--- src/rtl/instr_sequencer_pkg.sv ---
// ---------------------------------------------------------------------------
// instr_sequencer_pkg
// Shared definitions for the instruction sequencer:
//   - state_e      : FSM state encoding (also exported on the debug port)
//   - COND_*       : condition-field codes in ir[31:28]
//   - FLAG_*       : bit positions inside the NZCV flag vector
//   - OP_*         : major opcode classes from ir[27:26]
//   - branch_target: pc-relative branch destination helper
// ---------------------------------------------------------------------------
package instr_sequencer_pkg;

    typedef enum logic [2:0] {
        FETCH  = 3'd0,
        DECODE = 3'd1,
        EXEC   = 3'd2,
        MEM    = 3'd3,
        WB     = 3'd4,
        HALT   = 3'd5
    } state_e;

    localparam logic [3:0] COND_EQ = 4'h0;
    localparam logic [3:0] COND_NE = 4'h1;
    localparam logic [3:0] COND_CS = 4'h2;
    localparam logic [3:0] COND_CC = 4'h3;
    localparam logic [3:0] COND_MI = 4'h4;
    localparam logic [3:0] COND_PL = 4'h5;
    localparam logic [3:0] COND_VS = 4'h6;
    localparam logic [3:0] COND_VC = 4'h7;
    localparam logic [3:0] COND_HI = 4'h8;
    localparam logic [3:0] COND_LS = 4'h9;
    localparam logic [3:0] COND_GE = 4'hA;
    localparam logic [3:0] COND_LT = 4'hB;
    localparam logic [3:0] COND_GT = 4'hC;
    localparam logic [3:0] COND_LE = 4'hD;
    localparam logic [3:0] COND_AL = 4'hE;
    localparam logic [3:0] COND_NV = 4'hF;

    localparam int FLAG_N = 3;
    localparam int FLAG_Z = 2;
    localparam int FLAG_C = 1;
    localparam int FLAG_V = 0;

    localparam logic [1:0] OP_DP  = 2'b00;
    localparam logic [1:0] OP_MEM = 2'b01;
    localparam logic [1:0] OP_BR  = 2'b10;

    // Branch destination: the offset is a signed word count relative to
    // pc+8; the sum wraps modulo 2^32.
    function automatic logic [31:0] branch_target(input logic [31:0] pc_cur,
                                                  input logic [23:0] imm);
        logic signed [31:0] offset;
        offset = {{6{imm[23]}}, imm, 2'b00};
        return pc_cur + 32'd8 + $unsigned(offset);
    endfunction

endpackage

--- src/rtl/instr_sequencer_if.sv ---
// ---------------------------------------------------------------------------
// instr_sequencer_if
// Instruction- and data-memory handshake bundle between the sequencer
// (master) and the memory system (slave).
//   imem_req/imem_addr  : fetch request and address (master -> slave)
//   imem_ack/imem_rdata : fetch completion and fetched word (slave -> master)
//   dmem_req/dmem_we    : data access request and write select (master -> slave)
//   dmem_ack            : data access completion (slave -> master)
// ---------------------------------------------------------------------------
interface instr_sequencer_if;

    logic        imem_req;
    logic [31:0] imem_addr;
    logic        imem_ack;
    logic [31:0] imem_rdata;
    logic        dmem_req;
    logic        dmem_we;
    logic        dmem_ack;

    modport master (
        output imem_req, imem_addr, dmem_req, dmem_we,
        input  imem_ack, imem_rdata, dmem_ack
    );

    modport slave (
        input  imem_req, imem_addr, dmem_req, dmem_we,
        output imem_ack, imem_rdata, dmem_ack
    );

endinterface

--- src/rtl/instr_sequencer_cond_eval.sv ---
// ---------------------------------------------------------------------------
// instr_sequencer_cond_eval
// Combinational condition-code evaluation.
//   cond : condition field ir[31:28]
//   flag : NZCV flags, [3]=N [2]=Z [1]=C [0]=V
//   pass : 1 when the instruction should execute
// ---------------------------------------------------------------------------
module instr_sequencer_cond_eval
    import instr_sequencer_pkg::*;
(
    input  logic [3:0] cond,
    input  logic [3:0] flag,
    output logic       pass
);

    logic n, z, c, v;

    assign n = flag[FLAG_N];
    assign z = flag[FLAG_Z];
    assign c = flag[FLAG_C];
    assign v = flag[FLAG_V];

    always_comb begin
        pass = 1'b0;
        case (cond)
            COND_EQ: pass = z;
            COND_NE: pass = ~z;
            COND_CS: pass = c;
            COND_CC: pass = ~c;
            COND_MI: pass = n;
            COND_PL: pass = ~n;
            COND_VS: pass = v;
            COND_VC: pass = ~v;
            COND_HI: pass = c & ~z;
            COND_LS: pass = ~c | z;
            COND_GE: pass = (n == v);
            COND_LT: pass = (n != v);
            COND_GT: pass = ~z & (n == v);
            COND_LE: pass = z | (n != v);
            COND_AL: pass = 1'b1;
            default: pass = 1'b0;   // COND_NV: never executes
        endcase
    end

endmodule

--- src/rtl/instr_sequencer.sv ---
// ---------------------------------------------------------------------------
// instr_sequencer
// Multi-cycle control FSM: fetches an instruction word, holds it in ir for
// the decoder, evaluates the condition field against NZCV and issues
// register-file, flag, data-memory and pc-update strobes.
// Ports:
//   clk, rst_n       : core clock, asynchronous active-low reset
//   bus (master)     : instruction/data memory handshakes
//   ir               : instruction register, feeds the decoder
//   flag             : current NZCV flags (sampled in DECODE only)
//   dec_*            : decoder outputs for the instruction in ir
//   rf_we, flag_we   : one-cycle write strobes
//   pc               : program counter (also the fetch address)
//   fault            : sticky memory-ack timeout
//   state            : current FSM state, for debug
// ---------------------------------------------------------------------------
module instr_sequencer
    import instr_sequencer_pkg::*;
#(
    parameter logic [31:0] RESET_PC = 32'h0000_0000,
    parameter int unsigned TIMEOUT  = 16
) (
    input  logic                     clk,
    input  logic                     rst_n,
    instr_sequencer_if.master        bus,
    output logic [31:0]              ir,
    input  logic [3:0]               flag,
    input  logic                     dec_jmp_en,
    input  logic                     dec_flag_en,
    input  logic                     dec_data_w_en,
    input  logic                     dec_data_mem_en,
    input  logic                     dec_data_mem,
    input  logic [23:0]              dec_imm,
    output logic                     rf_we,
    output logic                     flag_we,
    output logic [31:0]              pc,
    output logic                     fault,
    output logic [2:0]               state
);

    // Last wait count before a timeout fires; TIMEOUT non-acked request
    // cycles in a row abort the access.
    localparam logic [7:0] WAIT_LAST = 8'(TIMEOUT - 1);

    state_e      state_q,     state_d;
    logic [31:0] pc_q,        pc_d;
    logic [31:0] ir_q,        ir_d;
    logic        cond_pass_q, cond_pass_d;
    logic        fault_q,     fault_d;
    logic [7:0]  wait_q,      wait_d;
    logic        imem_req_q,  imem_req_d;
    logic        dmem_req_q,  dmem_req_d;
    logic        dmem_we_q,   dmem_we_d;
    logic        rf_we_q,     rf_we_d;
    logic        flag_we_q,   flag_we_d;

    logic        cond_pass;

    instr_sequencer_cond_eval u_cond_eval (
        .cond (ir_q[31:28]),
        .flag (flag),
        .pass (cond_pass)
    );

    always_comb begin
        state_d     = state_q;
        pc_d        = pc_q;
        ir_d        = ir_q;
        cond_pass_d = cond_pass_q;
        fault_d     = fault_q;
        wait_d      = wait_q;
        rf_we_d     = 1'b0;
        flag_we_d   = 1'b0;

        case (state_q)
            FETCH: begin
                // The request flop lags reset release by one cycle; acks
                // before it rises belong to nobody and are ignored.
                if (imem_req_q) begin
                    if (bus.imem_ack) begin
                        ir_d    = bus.imem_rdata;
                        state_d = DECODE;
                    end else if (wait_q == WAIT_LAST) begin
                        state_d = HALT;
                        fault_d = 1'b1;
                    end else begin
                        wait_d = wait_q + 8'd1;
                    end
                end
            end
            DECODE: begin
                cond_pass_d = cond_pass;
                state_d     = EXEC;
                // Strobes are registered, so the data-processing writes are
                // prepared here and appear during EXEC.
                if (cond_pass && !dec_jmp_en && !dec_data_mem_en) begin
                    rf_we_d   = dec_data_w_en;
                    flag_we_d = dec_flag_en;
                end
            end
            EXEC: begin
                state_d = FETCH;
                pc_d    = pc_q + 32'd4;
                if (cond_pass_q) begin
                    if (dec_jmp_en) begin
                        pc_d = branch_target(pc_q, dec_imm);
                    end else if (dec_data_mem_en) begin
                        pc_d    = pc_q;
                        state_d = MEM;
                    end
                end
            end
            MEM: begin
                if (dmem_req_q) begin
                    if (bus.dmem_ack) begin
                        if (dec_data_mem) begin
                            state_d = WB;
                            rf_we_d = 1'b1;   // visible during WB
                        end else begin
                            pc_d    = pc_q + 32'd4;
                            state_d = FETCH;
                        end
                    end else if (wait_q == WAIT_LAST) begin
                        state_d = HALT;
                        fault_d = 1'b1;
                    end else begin
                        wait_d = wait_q + 8'd1;
                    end
                end
            end
            WB: begin
                pc_d    = pc_q + 32'd4;
                state_d = FETCH;
            end
            HALT: begin
            end
            default: begin
                state_d = HALT;
            end
        endcase

        if (state_d != state_q) begin
            wait_d = 8'd0;
        end

        // Requests follow the state being entered so they are registered
        // and drop in the same edge that leaves FETCH/MEM.
        imem_req_d = (state_d == FETCH);
        dmem_req_d = (state_d == MEM);
        dmem_we_d  = (state_d == MEM) && !dec_data_mem;
    end

    always_ff @(posedge clk or negedge rst_n) begin
        if (!rst_n) begin
            state_q     <= FETCH;
            pc_q        <= RESET_PC;
            ir_q        <= 32'd0;
            cond_pass_q <= 1'b0;
            fault_q     <= 1'b0;
            wait_q      <= 8'd0;
            imem_req_q  <= 1'b0;
            dmem_req_q  <= 1'b0;
            dmem_we_q   <= 1'b0;
            rf_we_q     <= 1'b0;
            flag_we_q   <= 1'b0;
        end else begin
            state_q     <= state_d;
            pc_q        <= pc_d;
            ir_q        <= ir_d;
            cond_pass_q <= cond_pass_d;
            fault_q     <= fault_d;
            wait_q      <= wait_d;
            imem_req_q  <= imem_req_d;
            dmem_req_q  <= dmem_req_d;
            dmem_we_q   <= dmem_we_d;
            rf_we_q     <= rf_we_d;
            flag_we_q   <= flag_we_d;
        end
    end

    assign bus.imem_req  = imem_req_q;
    assign bus.imem_addr = pc_q;
    assign bus.dmem_req  = dmem_req_q;
    assign bus.dmem_we   = dmem_we_q;
    assign ir            = ir_q;
    assign rf_we         = rf_we_q;
    assign flag_we       = flag_we_q;
    assign pc            = pc_q;
    assign fault         = fault_q;
    assign state         = state_q;

endmodule

--- src/flat_wrapper.sv ---
// flat-port wrapper written by rule: the top's interface ports become plain ports
module instr_sequencer_flat import instr_sequencer_pkg::*;
#(
    parameter logic [31:0] RESET_PC = 32'h0000_0000,
    parameter int unsigned TIMEOUT  = 16
)
  (clk, rst_n, ir, flag, dec_jmp_en, dec_flag_en, dec_data_w_en, dec_data_mem_en, dec_data_mem, dec_imm, rf_we, flag_we, pc, fault, state, bus_imem_req, bus_imem_addr, bus_dmem_req, bus_dmem_we, bus_imem_ack, bus_imem_rdata, bus_dmem_ack);
  instr_sequencer_if bus_i ();
  input  logic clk;
  input  logic rst_n;
  output logic [31:0] ir;
  input  logic [3:0] flag;
  input  logic dec_jmp_en;
  input  logic dec_flag_en;
  input  logic dec_data_w_en;
  input  logic dec_data_mem_en;
  input  logic dec_data_mem;
  input  logic [23:0] dec_imm;
  output logic rf_we;
  output logic flag_we;
  output logic [31:0] pc;
  output logic fault;
  output logic [2:0] state;
  output wire logic [$bits(bus_i.imem_req)-1:0] bus_imem_req;
  output wire logic [$bits(bus_i.imem_addr)-1:0] bus_imem_addr;
  output wire logic [$bits(bus_i.dmem_req)-1:0] bus_dmem_req;
  output wire logic [$bits(bus_i.dmem_we)-1:0] bus_dmem_we;
  input wire logic [$bits(bus_i.imem_ack)-1:0] bus_imem_ack;
  input wire logic [$bits(bus_i.imem_rdata)-1:0] bus_imem_rdata;
  input wire logic [$bits(bus_i.dmem_ack)-1:0] bus_dmem_ack;
  assign bus_imem_req = bus_i.imem_req;
  assign bus_imem_addr = bus_i.imem_addr;
  assign bus_dmem_req = bus_i.dmem_req;
  assign bus_dmem_we = bus_i.dmem_we;
  assign bus_i.imem_ack = bus_imem_ack;
  assign bus_i.imem_rdata = bus_imem_rdata;
  assign bus_i.dmem_ack = bus_dmem_ack;
  instr_sequencer #(.RESET_PC(RESET_PC), .TIMEOUT(TIMEOUT)) u_core (.clk(clk), .rst_n(rst_n), .bus(bus_i), .ir(ir), .flag(flag), .dec_jmp_en(dec_jmp_en), .dec_flag_en(dec_flag_en), .dec_data_w_en(dec_data_w_en), .dec_data_mem_en(dec_data_mem_en), .dec_data_mem(dec_data_mem), .dec_imm(dec_imm), .rf_we(rf_we), .flag_we(flag_we), .pc(pc), .fault(fault), .state(state));
endmodule
--- config.mk ---
export PLATFORM = sky130hd
export DESIGN_NAME = instr_sequencer_flat
export DESIGN_NICKNAME = d
export VERILOG_FILES = /design/src/rtl/instr_sequencer_pkg.sv /design/src/rtl/instr_sequencer_if.sv /design/src/rtl/instr_sequencer_cond_eval.sv /design/src/rtl/instr_sequencer.sv /design/src/flat_wrapper.sv
export SDC_FILE = /design/constraint.sdc
export NUM_CORES = 1
export LEC_CHECK = 0
export ABC_CLOCK_PERIOD_IN_PS = 4400
export BUFFER_PORTS_ARGS = -buffer_cell sky130_fd_sc_hd__buf_2
export CORE_MARGIN = 4
export CORE_UTILIZATION = 35
export DETAILED_ROUTE_END_ITERATION = 16
export SLEW_MARGIN = 20
export SYNTH_ARGS = -nofsm -noshare
export SYNTH_HDL_FRONTEND = slang
export SYNTH_SLANG_ARGS = --single-unit
--- constraint.sdc ---
create_clock -name clk -period 4.4 [get_ports clk]
set_input_delay 0.66 -clock clk [delete_from_list [all_inputs] [get_ports clk]]
set_output_delay 0.66 -clock clk [all_outputs]
set_load 0.01 [all_outputs]
==> results of run 1 <==
[registers in the layout (all words and copies together), names as in the netlist]
name and count:
u_core.ir 32, u_core.bus.imem_addr 30, u_core.wait_q 8, u_core.state 3, u_core.bus.dmem_req 1, u_core.bus.dmem_we 1, u_core.bus.imem_req 1, u_core.cond_pass_q 1
u_core.fault 1, u_core.flag_we 1, u_core.rf_we 1
[cell usage after synthesis, types with 16 or more instances]
library cell  count
a21oi_1          64
a21o_1           16
dfrtp_1          80
o21ai_0          49
ha_1             59
clkbuf_1         22
mux2_2           33
inv_1            21
nor2_1           53
buf_4            35
nand3_1          30
and3_1           16
nand2_1          58
[final timing paths]
path,start,to,slack [ns]
hold reg to reg,u_core.fault,u_core.fault,0.48
min in group clk,u_core.fault,u_core.fault,0.48
setup / recovery,u_core.bus.imem_addr[3],u_core.bus.imem_addr[29],0.96
setup reg to reg,u_core.bus.imem_addr[3],u_core.bus.imem_addr[29],0.96
hold / removal,rst_n,u_core.ir[8],0.34
max in group asynchronous,rst_n,u_core.bus.imem_addr[14],3.18
[power breakdown]
part	internal, W	leakage (nW)	total [W]	switching (W)
Sequential	0.00105	0.966	0.00145	0.000405
Clock	0.000454	0.145	0.000767	0.000313
Combinational	0.00149	2.42	0.00347	0.00198
Total	0.00299	3.54	0.00569	0.00270
[cell families (layout without fill, tap and decap cells)]
kind of cell             count (synthesis)  count (layout)
AND/OR/NAND/NOR                        233             233
AO/OA/AOI/OAI                          203             203
buffers and inverters                   81             212
flip-flops                              80              80
adder cells (fa/ha/maj)                 60              60
multiplexers                            39              39
XOR/XNOR                                30              30
other                                    1               4
[per-stage QoR]
stage               setup WS (ns)  hold WS, ns  area (um2)
floorplan                   0.998        0.364        6390
global placement            0.727        0.452        7210
detailed placement          0.691        0.468        7210
CTS                         0.950        0.372        7510
global route                0.775        0.396        7510
finish                      0.957        0.339        7510
[metal layers]
layer  vias up  wire length, um  GRT usage
met1      2722             8210      0.235
met4         0              329     0.0575
met5         -                0          0
met2       218             7830      0.272
met3        23             1310     0.0248
li1       2897                -          -
[area by class of cell]
cell class / count / area [um2]
clock buffers: 11 / 243
clock inverters: 5 / 56.3
fillers: 1826 / 10500
inverters: 21 / 78.8
multi-input cells: 569 / 3950
flip-flops and latches: 80 / 2000
well taps: 229 / 287
repair buffers: 175 / 893
[critical path, cell delays in order (launching register included)]
cell      delay, ns
dfrtp_1        0.43
inv_1          0.06
ha_1           0.28
inv_1          0.05
ha_1           0.16
inv_1          0.05
fa_1           0.39
nand2b_1       0.18
a21o_1         0.23
and3_1         0.18
o21bai_2       0.22
a21oi_2        0.11
o31a_1         0.30
and3_1         0.17
or4_1          0.49
==> impl_metrics.json, run 1 <==
{
  "cp-end-kind": "flip-flop",
  "peakVddDrop_uv": 385,
  "nets": 985,
  "finalHoldViolCount": 0,
  "dp_hpwl_um": 13500,
  "fin_util": 0.418,
  "tritoncts": "built",
  "htree_levels": 3,
  "cts_made_buffers": 9,
  "fp.dieArea_um2": 20400,
  "grt_pass1_wl_um": 28200,
  "power_density_nw_per_um2": 758,
  "rows": 49,
  "finClkSkew_ns": 0.00752,
  "synth_compound_area_frac": 0.199,
  "synth-seq-cells": 80,
  "syn-instance-count": 727,
  "path_class": "flip-flop to flip-flop",
  "avgRoutedWirePerCell_um": 16.2,
  "final_cells": 1090,
  "syn2layout_area_growth_pct": 17.7,
  "synth_edf_count": 0,
  "first_iter_violations": 355,
  "start_kind": "flip-flop",
  "fmax_ghz": 0.290,
  "yosysTopAreaCell": "dfrtp_1",
  "cts.path.max_buffers": 2,
  "synth_top_family_by_area": "compound AO/OA/AOI/OAI gates",
  "gp_congestion": 0.883,
  "ys_warn_count": 0,
  "cts_root_buffer": "clkbuf_16",
  "num_vias": 5860,
  "core_um2": 18000,
  "synth_area_leaders": "dfrtp_1, ha_1, mux2_2",
  "initial_core_util": 0.355,
  "cts_sinks": 80,
  "grt_pass1_vias": 5596,
  "die_h_um": 143,
  "synth_ff_type": "dfrtp_1",
  "drc": 0,
  "post-route-min-period_ns": 3.44,
  "synth_cell_types": 72,
  "path_clk_slew_ns": 0.07,
  "final_common_cell": "buf_2",
  "cp.arrival_ns": 3.66,
  "dr.pass1.iters": 5,
  "tightest_slew_ns": 0.943,
  "dpl.cell_count": 1074,
  "rr_worst_depth": 14,
  "finalSetupTns_ns": 0,
  "avgViaCountPerCell": 5.38,
  "synth_xor_area_frac": 0.0412,
  "hold_path.class": "input port to asynchronous set/reset pin",
  "run_status": "finished, final reports clean",
  "critPathMaxFanout": 6,
  "maxCapViolCount": 0,
  "slew_headroom": 0.369,
  "diodes": 0,
  "cts_resized": 0,
  "clk_latency_ns": 0.34,
  "ctsHoldBuffers": 0,
  "grt_max_degree": 51,
  "synth-simple-area-share": 0.189,
  "grtUsageTotal": 0.170,
  "syn_area_um2": 6380,
  "p_leak_nw": 3.54,
  "avgSynthCellArea_um2": 8.77,
  "fp.dieW_um": 143,
  "synth_seq_area_share": 0.314,
  "muxShareOfSynthArea": 0.0677,
  "drive_gt1_frac": 0.273,
  "most-common-layout-cells": "buf_2, dfrtp_1, a21oi_1",
  "finalSetupViolCount": 0,
  "finalCritPeriodShare": 0.782,
  "port_buffers": 169,
  "synth_top_area_frac": 0.314,
  "antenna_left": 0,
  "synthArstFlopShare": 1.00,
  "overflow": 0,
  "crit_required_ns": 4.62,
  "post_cts_buffers": 0,
  "finalMaxSlewViolations": 0,
  "rsz0062_at_grt": "false",
  "wirelength_um": 17700,
  "synthAdderAreaFrac": 0.119,
  "p_total_w": 0.00569,
  "io_pins": 174,
  "antenna_found_initial": 0
}
Note: power is estimated with default switching activity, not from simulation.
==> run 2: changes to the inputs <==
ABC_CLOCK_PERIOD_IN_PS = 3500   (was 4400)
clock period = 3.5 ns   (was 4.4 ns; I/O delays follow)
==> run 2 against run 1 <==
Utilization grew 0.88 points. Count of clock-buffer cells in the layout did not move. Largest power group unchanged. Worst setup slack worse by 0.68 ns. Global-route usage is 0.89 points higher. Non-clock buffer count grew 19.
==> impl_metrics.json, run 2 (synthesis gave the netlist of run 1 again) <==
{
  "cp.arrival_ns": 3.45,
  "r2r-start": "u_core.bus.imem_addr[3]",
  "cts.path.max_buffers": 2,
  "p_leak_nw": 3.63,
  "finClkSkew_ns": 0.0148,
  "ctsHoldBuffers": 0,
  "detailedPlace.worstSlack_ns": 0.0319,
  "dp_hpwl_um": 13800,
  "grt_pass1_wl_um": 29200,
  "port_buffers": 169,
  "fmax_ghz": 0.310,
  "wirelength_um": 18300,
  "diodes": 0,
  "post_cts_buffers": 0,
  "gp_congestion": 0.858,
  "avgRoutedWirePerCell_um": 16.5,
  "final_cells": 1109,
  "path_clk_slew_ns": 0.07,
  "final_common_cell": "buf_2",
  "syn2layout_area_growth_pct": 20.1,
  "finalMaxSlewViolations": 0,
  "tightest_slew_ns": 0.864,
  "dr.pass1.iters": 5,
  "rsz0062_at_grt": "false",
  "fp.dieW_um": 143,
  "grt_max_degree": 64,
  "run_status": "finished, final reports clean",
  "slew_headroom": 0.424,
  "antenna_left": 0,
  "finalHoldViolCount": 0,
  "htree_levels": 3,
  "grtUsageTotal": 0.179,
  "drive_gt1_frac": 0.288,
  "cts_sinks": 80,
  "cts_resized": 0,
  "crit_required_ns": 3.73,
  "finalCritPeriodShare": 0.921,
  "nets": 1004,
  "most-common-layout-cells": "buf_2, dfrtp_1, a21oi_1",
  "rows": 49,
  "nFillCells": 1788,
  "cts_root_buffer": "clkbuf_16",
  "antenna_found_initial": 0,
  "multi_input_area_um2": 3950,
  "tritoncts": "built",
  "critPathMaxFanout": 4,
  "largest_reg_flops": 32,
  "cp-end-kind": "flip-flop",
  "dpl.cell_count": 1093,
  "maxCapViolCount": 0,
  "power_density_nw_per_um2": 963,
  "num_vias": 5926,
  "first_iter_violations": 322,
  "regArea_um2": 2000,
  "fp.dieArea_um2": 20400,
  "io_pins": 174,
  "die_h_um": 143,
  "finalSetupViolCount": 0,
  "grt_pass1_vias": 5780,
  "layout_setup_ws_ns": 0.275,
  "finalSetupTns_ns": 0,
  "critPathLaunch": "u_core.bus.imem_addr[3]",
  "initial_core_util": 0.355,
  "avgViaCountPerCell": 5.34,
  "hold_path.class": "input port to asynchronous set/reset pin",
  "path_class": "flip-flop to flip-flop",
  "start_kind": "flip-flop",
  "core_um2": 18000,
  "clk_latency_ns": 0.35,
  "drc": 0,
  "cts_made_buffers": 9,
  "peakVddDrop_uv": 432,
  "overflow": 0,
  "post-route-min-period_ns": 3.22
}
run 2: cell count changes in the layout (fill, tap and decap cells not counted):
cell,previous run,this run
clkbuf_8,1,0
bufinv_16,1,2
clkbuf_1,1,2
clkinv_2,2,1
buf_4,7,26
run 2: final timing paths:
path                                            end  slack (ns)  cells after the start
setup / recovery           u_core.bus.imem_addr[29]        0.28                     14
hold / removal                        u_core.ir[27]        0.30                      1
setup reg to reg           u_core.bus.imem_addr[29]        0.28                     14
hold reg to reg                        u_core.fault        0.48                      1
max in group asynchronous              u_core.ir[0]        2.51                      2
min in group clk                 u_core.bus.dmem_we        0.39                      2
run 2: layout make-up:
class / count / share of cell area
clock inverter: 5 / 0.0106
multi-input combinational: 569 / 0.515
tap: 229 / 0.0374
clock buffer: 11 / 0.0304
timing repair buffer: 194 / 0.135
sequential: 80 / 0.261
inverter: 21 / 0.0103
run 2: layer usage:
layer | vias up | part of all wire | track usage | routed length, um
li1 | 2937 | - | - | -
met1 | 2763 | 0.46 | 0.241 | 8400
met2 | 213 | 0.45 | 0.295 | 8280
met3 | 13 | 0.076 | 0.0322 | 1400
met4 | 0 | 0.011 | 0.0485 | 193
met5 | - | 0 | 0 | 0
run 2: critical path, cell delays in order (launching register included):
cell,delay (ns)
dfrtp_1,0.35
inv_1,0.04
ha_1,0.27
inv_1,0.06
ha_1,0.17
inv_1,0.06
fa_1,0.39
nand2b_1,0.18
a21o_1,0.22
and3_1,0.17
o21bai_2,0.17
a21oi_2,0.08
o31a_1,0.29
and3_1,0.17
or4_1,0.49
run 2: report_power, final:
part           switching, W  leakage (nW)  internal (W)  total (W)
registers          0.000407         0.966       0.00132    0.00172
clock network      0.000415         0.150      0.000627    0.00104
logic               0.00262          2.52       0.00199    0.00462
run 2: stage by stage:
stage	utilization	hold WS, ns	area (um2)	power (W)
after floorplan	-	0.229	6390	0.00502
after global placement	0.409	0.449	7350	0.00632
after detailed placement	0.409	0.471	7350	0.00634
after CTS	0.427	0.331	7660	0.00744
after global routing	0.427	0.378	7660	0.00809
final	0.427	0.299	7660	0.00738
==> run 3: changes to the inputs <==
CELL_PAD_IN_SITES_DETAIL_PLACEMENT = 1   (was default)
CELL_PAD_IN_SITES_GLOBAL_PLACEMENT = 2   (was default)
CORE_UTILIZATION = 31   (was 35)
PLACE_DENSITY_LB_ADDON = 0.1   (was default)
REMOVE_ABC_BUFFERS = 1   (was default)
==> run 3 against run 2 <==
Sequential power about the same. Flip-flop and latch count unchanged. Power is 4.3% higher. Worst setup slack worse by 0.052 ns. Wire length is 14% higher. Critical path type unchanged. Global-route usage increased by 0.46 points. Sequential share of layout area down 0.39 points. Highest routed layer unchanged. Critical path depth unchanged. Cell count grew 4.1%. Clock skew decreased by 0.0065 ns. Design area up 1.5%.
==> impl_metrics.json, run 3 (synthesis gave the netlist of run 1 again) <==
{
  "run_status": "finished, final reports clean",
  "wirelength_um": 20900,
  "antenna_found_initial": 0,
  "num_vias": 6053,
  "tritoncts": "built",
  "cts_made_buffers": 9,
  "final_common_cell": "buf_2",
  "nFillCells": 2436,
  "antenna_left": 0,
  "diodes": 0,
  "post-route-min-period_ns": 3.28,
  "critPathMaxFanout": 4,
  "start_kind": "flip-flop",
  "port_buffers": 169,
  "layout_setup_ws_ns": 0.223,
  "clk_latency_ns": 0.35,
  "rsz0062_at_grt": "false",
  "cp-end-kind": "flip-flop",
  "power_density_nw_per_um2": 990,
  "gr-max-usage-layer": "met2",
  "r2r_slack_ns": 0.22,
  "crit_required_ns": 3.72,
  "grt_max_degree": 81,
  "most-common-layout-cells": "buf_2, dfrtp_1, a21oi_1",
  "first_iter_violations": 216,
  "core_um2": 20200,
  "post_cts_buffers": 0,
  "grtUsageTotal": 0.183,
  "final_cells": 1155,
  "ctsHoldBuffers": 0,
  "fmax_ghz": 0.305,
  "syn2layout_area_growth_pct": 22.0,
  "io_pins": 174,
  "peakVddDrop_uv": 318,
  "dpl_cell_area_um2": 7440,
  "stdcell_area_um2": 7780,
  "cts_sinks": 80,
  "avgRoutedWirePerCell_um": 18.1,
  "grt.met2_usage": 0.310,
  "use_met1": 0.249,
  "path_clk_slew_ns": 0.06,
  "grt_pass1_wl_um": 33400,
  "finalSetupTns_ns": 0,
  "finalCritPeriodShare": 0.936,
  "initial_core_util": 0.315,
  "cts_resized": 0,
  "finClkSkew_ns": 0.00837,
  "gp_congestion": 0.905,
  "multi_input_area_um2": 3950,
  "path_class": "flip-flop to flip-flop",
  "dp_hpwl_um": 17000,
  "die_h_um": 151,
  "r2r-start": "u_core.bus.imem_addr[3]",
  "finalHoldViolCount": 0,
  "regArea_um2": 2000,
  "grt_pass1_vias": 6252,
  "htree_levels": 3,
  "cts.path.max_buffers": 2,
  "r2r_end": "u_core.bus.imem_addr[29]",
  "maxCapViolCount": 0,
  "p_leak_nw": 3.67,
  "largest_reg_flops": 32,
  "hold_path.class": "input port to asynchronous set/reset pin",
  "cts_root_buffer": "clkbuf_16",
  "drc": 0,
  "p_total_w": 0.00770,
  "detailedPlace.worstSlack_ns": -0.118,
  "overflow": 0,
  "grtUsageMet3": 0.0162,
  "cp.arrival_ns": 3.50,
  "finalSetupViolCount": 0,
  "rows": 52,
  "slew_headroom": 0.489,
  "finalMaxSlewViolations": 0,
  "fp.dieW_um": 151,
  "rr_worst_depth": 14,
  "dpl.cell_count": 1139,
  "fp.dieArea_um2": 22900,
  "drive_gt1_frac": 0.295,
  "avgViaCountPerCell": 5.24,
  "dr.pass1.iters": 4,
  "tightest_slew_ns": 0.767,
  "nets": 1009
}
[run 3: cell type report]
type | count | area share
Multi-Input combinational cell | 569 | 0.508
Sequential cell | 80 | 0.257
Timing Repair Buffer | 199 | 0.138
Tap cell | 270 | 0.0434
Clock buffer | 9 | 0.0289
Clock inverter | 7 | 0.0135
Inverter | 21 | 0.0101
[run 3: per-stage QoR]
stage	hold slack [ns]	utilization
floorplan	0.229	-
global placement	0.449	0.368
detailed placement	0.461	0.368
CTS	0.372	0.384
global route	0.292	0.384
finish	0.230	0.384
[run 3: worst max path at each step]
| stage | startpoint | endpoint | slack, ns |
|---|---|---|---|
| 6_report | u_core.bus.imem_addr[3] | u_core.bus.imem_addr[29] | 0.22 |
| 5_1_grt | u_core.bus.imem_addr[3] | u_core.bus.imem_addr[29] | 0.03 |
| 2_1_floorplan | u_core.bus.imem_addr[3] | u_core.bus.imem_addr[29] | 0.20 |
| 4_1_cts | u_core.bus.imem_addr[3] | u_core.bus.imem_addr[29] | 0.13 |
| 3_3_place_gp | dec_imm[1] | u_core.bus.imem_addr[29] | -0.05 |
| 3_5_place_dp | dec_imm[1] | u_core.bus.imem_addr[29] | -0.12 |
[run 3: worst max-delay path, cell delays in order (launching register included)]
cell and delay (ns):
dfrtp_1 0.35, inv_1 0.05, ha_1 0.29, inv_1 0.06
ha_1 0.17, inv_1 0.06, fa_1 0.40, nand2b_4 0.17
a21o_1 0.21, and3_1 0.18, o21bai_2 0.17, a21oi_2 0.09
o31a_1 0.30, and3_1 0.18, or4_1 0.49
[run 3: where the power goes]
group	switching [W]	internal (W)
combinational	0.00285	0.00206
clock	0.000415	0.000633
sequential	0.000423	0.00132
total	0.00369	0.00401
[run 3: metal layers]
metal  routed length [um]  up-vias
li1                     -     2930
met1                 9710     2970
met2                 9900      138
met3                  998       15
met4                  307        0
met5                    0        -
